### src/rtl/antares_pipe_stage.sv
// Elastic valid/ready pipeline register for the Antares core, with an optional
// two-entry skid buffer that turns up_ready into a registered signal.
module antares_pipe_stage #(
    parameter int DATA_WIDTH = 128,
    parameter int CTRL_WIDTH = 16,
    parameter int SKID       = 1,
    parameter int CNT_WIDTH  = 16
) (
    input  logic                  clk,
    input  logic                  rst,
    input  logic                  up_valid,
    output logic                  up_ready,
    input  logic [DATA_WIDTH-1:0] up_data,
    input  logic [CTRL_WIDTH-1:0] up_ctrl,
    input  logic                  flush,
    output logic                  dn_valid,
    input  logic                  dn_ready,
    output logic [DATA_WIDTH-1:0] dn_data,
    output logic [CTRL_WIDTH-1:0] dn_ctrl,
    output logic [CNT_WIDTH-1:0]  stall_count
);

    typedef enum logic [1:0] {
        EMPTY = 2'd0,
        HALF  = 2'd1,
        FULL  = 2'd2
    } state_t;

    state_t                state_q, state_d;
    logic [DATA_WIDTH-1:0] main_data_q, main_data_d;
    logic [CTRL_WIDTH-1:0] main_ctrl_q, main_ctrl_d;
    logic [DATA_WIDTH-1:0] skid_data_q, skid_data_d;
    logic [CTRL_WIDTH-1:0] skid_ctrl_q, skid_ctrl_d;
    logic                  up_ready_q, up_ready_d;
    logic [CNT_WIDTH-1:0]  stall_count_q, stall_count_d;

    logic head_valid;
    logic accept;
    logic drain;

    assign head_valid = (state_q != EMPTY);
    assign up_ready   = (SKID != 0) ? up_ready_q : (~head_valid | dn_ready);
    // A beat offered during a flush is dropped, so it never counts as accepted.
    assign accept     = up_valid & up_ready & ~flush;
    assign drain      = head_valid & dn_ready;

    always_comb begin
        state_d       = state_q;
        main_data_d   = main_data_q;
        main_ctrl_d   = main_ctrl_q;
        skid_data_d   = skid_data_q;
        skid_ctrl_d   = skid_ctrl_q;
        stall_count_d = stall_count_q;

        case (state_q)
            EMPTY: begin
                if (accept) begin
                    main_data_d = up_data;
                    main_ctrl_d = up_ctrl;
                    state_d     = HALF;
                end
            end
            HALF: begin
                if (accept && drain) begin
                    main_data_d = up_data;
                    main_ctrl_d = up_ctrl;
                end else if (accept && (SKID != 0)) begin
                    skid_data_d = up_data;
                    skid_ctrl_d = up_ctrl;
                    state_d     = FULL;
                end else if (drain) begin
                    main_ctrl_d = '0;
                    state_d     = EMPTY;
                end
            end
            FULL: begin
                if (drain) begin
                    main_data_d = skid_data_q;
                    main_ctrl_d = skid_ctrl_q;
                    skid_ctrl_d = '0;
                    state_d     = HALF;
                end
            end
            default: begin
                main_ctrl_d = '0;
                skid_ctrl_d = '0;
                state_d     = EMPTY;
            end
        endcase

        // Flush kills control but deliberately leaves payload bits untouched.
        if (flush) begin
            main_ctrl_d = '0;
            skid_ctrl_d = '0;
            state_d     = EMPTY;
        end

        up_ready_d = (state_d != FULL);

        if (head_valid && !dn_ready && (stall_count_q != {CNT_WIDTH{1'b1}})) begin
            stall_count_d = stall_count_q + CNT_WIDTH'(1);
        end
    end

    always_ff @(posedge clk) begin
        if (rst) begin
            state_q       <= EMPTY;
            main_data_q   <= '0;
            main_ctrl_q   <= '0;
            skid_data_q   <= '0;
            skid_ctrl_q   <= '0;
            up_ready_q    <= 1'b1;
            stall_count_q <= '0;
        end else begin
            state_q       <= state_d;
            main_data_q   <= main_data_d;
            main_ctrl_q   <= main_ctrl_d;
            skid_data_q   <= skid_data_d;
            skid_ctrl_q   <= skid_ctrl_d;
            up_ready_q    <= up_ready_d;
            stall_count_q <= stall_count_d;
        end
    end

    assign dn_valid    = head_valid;
    assign dn_data     = main_data_q;
    assign dn_ctrl     = main_ctrl_q;
    assign stall_count = stall_count_q;

endmodule

### config.mk
export PLATFORM = sky130hd
export DESIGN_NAME = antares_pipe_stage
export DESIGN_NICKNAME = d
export VERILOG_FILES = /design/src/rtl/antares_pipe_stage.sv
export SDC_FILE = /design/constraint.sdc
export NUM_CORES = 1
export LEC_CHECK = 0
export ABC_AREA = 1
export CAP_MARGIN = 20
export CORE_MARGIN = 8
export CORE_UTILIZATION = 30
export DETAILED_ROUTE_END_ITERATION = 12
export DONT_BUFFER_PORTS = 1
export PLACE_DENSITY_LB_ADDON = 0.1
export REMOVE_ABC_BUFFERS = 1
export SLEW_MARGIN = 20
export SYNTH_ARGS = -nofsm -noshare
export SYNTH_HDL_FRONTEND = slang
export SYNTH_SLANG_ARGS = --single-unit
### constraint.sdc
create_clock -name clk -period 2.2 [get_ports clk]
set_input_delay 0.22 -clock clk [delete_from_list [all_inputs] [get_ports clk]]
set_output_delay 0.22 -clock clk [all_outputs]
set_load 0.01 [all_outputs]
==> impl_metrics.csv <==
group,metric,value,unit
die,coreArea,46160,um2
critical_path,worstPathRequired,2.67,ns
placed_design,dp_hpwl,28600,um
detailed_routing,drtAntennaViolNets,0,
pwr,peakVddDrop,0.0006064,V
sta,fin_crit_sh,87.25,%
sta,drv_slew,0,
critical_path,worstPathArrival,2.39,ns
pwr,power_density,781.1,nW/um2
yosys,ys_top_cells_by_area,"dfxtp_1 44%, nand2_1 15%, nor2_1 13%",
placed_design,io_buffers,0,
yosys,yosysTopAreaCellShare,44.25,%
die,rows,79,
global_route,grt_antenna_before_repair,0,
critical_path,critPathLaunchType,"flip-flop",
layout,stdcell_count,2889,
cts,ctsHoldBuffers,147,
critical_path,critPathMaxFanout,47,
yosys,synthArstFlopShare,0,%
detailed_routing,via_per_inst,4.604,
cts,root_buffer,"clkbuf_16",
die,dieWidth,231.2,um
global_route,grt_usage,16.83,%
sta,hold_viol,0,
pwr,p_leak,7.703,nW
layout,layout.nets,2407,
sta,skew,0.01238,ns
cts,clkSinkCount,307,
detailed_routing,drc,0,
detailed_routing,drt_wl_total,46080,um
sta,fin_ws,0.2805,ns
critical_path,worst_path_max_delay_cell,"dfxtp_1",
yosys,yosys_warnings,0,
placed_design,gp_congestion,0.7852,
cts,clkTransAtPathRegs,0.06,ns
die,die_h,231.2,um
placed_design,dp_cells,2676,
yosys,syn_inst,2161,
critical_path,end_kind,"flip-flop",
critical_path,crit_path_max_incr_delay,0.42,ns
cts,clockBufferDepth,3,
cts,tritoncts,"done",
global_route,grt_max_degree,93,
yosys,syn_avg_cell_area,6.427,um2
yosys,syn_area,13890,um2
layout,drive_gt1_share,5.173,%
detailed_routing,drt_iter0_drc,716,
sta,setup_violations,0,
detailed_routing,drt_pass1_iterations,5,
sta,rsz0062_at_grt,"false",
yosys,yosys.area.top_type,"dfxtp_1",
run,drv_cap,0,
cts,h-tree-depth,2,
critical_path,path_cells,"inv_2 > nand2_2 > nand2_1 > nor2_4 > nand2_2 > a21oi_4 > buf_12 > nor2_1 > nor2_1",
worst_hold_path,hp-class,"in2reg",
placed_design,pre_cts_slack,0.2800,ns
status,status,"complete, no violations",
global_route,grt_pass1_vias,12660,
detailed_routing,vias,13300,
yosys,synth_ff_type,"dfxtp_1",
yosys,synth_edf_count,0,
critical_path,critPathKind,"reg2reg",
cts,cts_buffers,39,
yosys,yosysSeqAreaShare,44.25,%
die,dieArea,53430,um2
global_route,grt_first_pass_wirelength,72750,um
yosys,ys_types,26,
yosys,synth_seq_cells,307,
detailed_routing,post_drt_wl_per_cell,15.95,um
die,initial_core_util,30.09,%
sta,min_period,1.919,ns
sta,maxSlewHeadroom,39.89,%
cts,cts_post_setup_buffers_inserted,0,
cts,post_cts_resized,0,
global_route,grt_overflow_total,0,
cts,insertion_delay,0.53,ns
sta,fmax,521.0,MHz
sta,tightestPinTransition,0.8983,ns
layout,area_growth,24.05,%
die,ios,311,
sta,setup_tns,0,ns
-- worst paths after layout --
| kind | cells after the start | slack [ns] | endpoint | startpoint |
|---|---|---|---|---|
| max | 9 | 0.28 | dn_data[92] | state_q[1] |
| min | 6 | 0.03 | dn_data[13] | up_data[13] |
| max reg2reg | 9 | 0.28 | dn_data[92] | state_q[1] |
| min reg2reg | 2 | 0.44 | skid_data_q[104] | skid_data_q[104] |
-- synthesized netlist by cell type, types with 4 or more instances --
library cell,instances
buf_1,7
xor2_1,4
nor2_1,475
o21ai_0,195
dfxtp_1,307
a21oi_1,87
nand3_1,154
clkbuf_1,75
nand2_1,554
nand4_1,5
inv_1,220
buf_4,24
buf_2,32
-- final cells by class --
type	count	area [um2]
Antenna cell	1	2.502
Clock inverter	6	55.05
Tap cell	607	759.5
Multi-Input combinational cell	1490	6261
Sequential cell	307	6146
Timing Repair Buffer	195	2007
Inverter	224	853.3
Fill cell	4970	28930
Clock buffer	59	1144
-- cell families after synthesis --
kind of cell / after synthesis / share of synthesized area, %
flops: 307 / 44.25
fa+ha+maj: 1 / 0.09008
xor+xnor: 6 / 0.3784
compound gates: 285 / 10.32
simple gates: 1198 / 34.08
buf+inv: 364 / 10.88
-- through the flow --
step | power, mW | utilization, % | cell area (um2) | hold slack, ns
after global routing | 14.14 | 37.32 | 17230 | 0.04181
after detailed placement | 7.260 | 31.53 | 14560 | 0.2942
after CTS | 13.76 | 37.32 | 17230 | 0.0006779
after floorplan | 6.946 | - | 13220 | 0.2891
after global placement | 7.251 | 31.53 | 14560 | 0.2920
final | 13.46 | 37.32 | 17230 | 0.03337
-- power breakdown --
group          total, mW  internal [mW]  leakage, nW  switching (mW)
Sequential          6.09           5.80         2.50           0.291
Clock               6.09           3.67        0.590            2.41
Combinational       1.28          0.545         4.61           0.734
-- layer usage --
| metal | part of all wire (%) | global-route usage (%) | vias up |
|---|---|---|---|
| li1 | - | - | 6839 |
| met1 | 44 | 21.02 | 6085 |
| met2 | 46 | 28.05 | 318 |
| met3 | 7.4 | 4.548 | 59 |
| met4 | 2.1 | 5.088 | 0 |
| met5 | 0 | 0 | - |
-- layout by cell type (no fill, tap or decap) --
cell type / netlist / final
nand2_4: 0 / 2
nand3_1: 154 / 154
clkbuf_16: 0 / 41
inv_2: 3 / 3
dlygate4sd3_1: 0 / 147
diode_2: 0 / 1
o21ai_1: 1 / 1
buf_4: 24 / 34
xnor2_1: 2 / 2
inv_6: 0 / 2
xor2_1: 4 / 4
nand3_2: 1 / 1
nor3_1: 2 / 2
clkbuf_1: 75 / 13
o211ai_1: 1 / 1
bufinv_16: 0 / 1
nand4_1: 5 / 5
clkbuf_8: 0 / 5
nand2_2: 3 / 3
dfxtp_1: 307 / 307
a21oi_4: 0 / 1
clkinv_2: 0 / 5
inv_1: 220 / 218
nand2_1: 554 / 552
ha_1: 1 / 1
inv_4: 0 / 1
nor2_4: 1 / 2
buf_12: 0 / 14
nor2_1: 475 / 474
o21ai_0: 195 / 195
a21oi_1: 87 / 87
nor2_2: 3 / 3
-- critical path: cells and delay by family, from the launching register on --
kind,cells,cell delay [ns]
compound gates,1,0.39
simple gates,6,0.60
buf+inv,2,0.41
flops,1,0.42
-- registers in the layout, indices dropped and copies added, names as in the netlist --
| signal | count |
|---|---|
| skid_ctrl_q | 16 |
| up_ready | 1 |
| dn_data | 128 |
| state_q | 2 |
| skid_data_q | 128 |
| stall_count | 16 |
| dn_ctrl | 16 |
(Power assumes the default switching activity.)
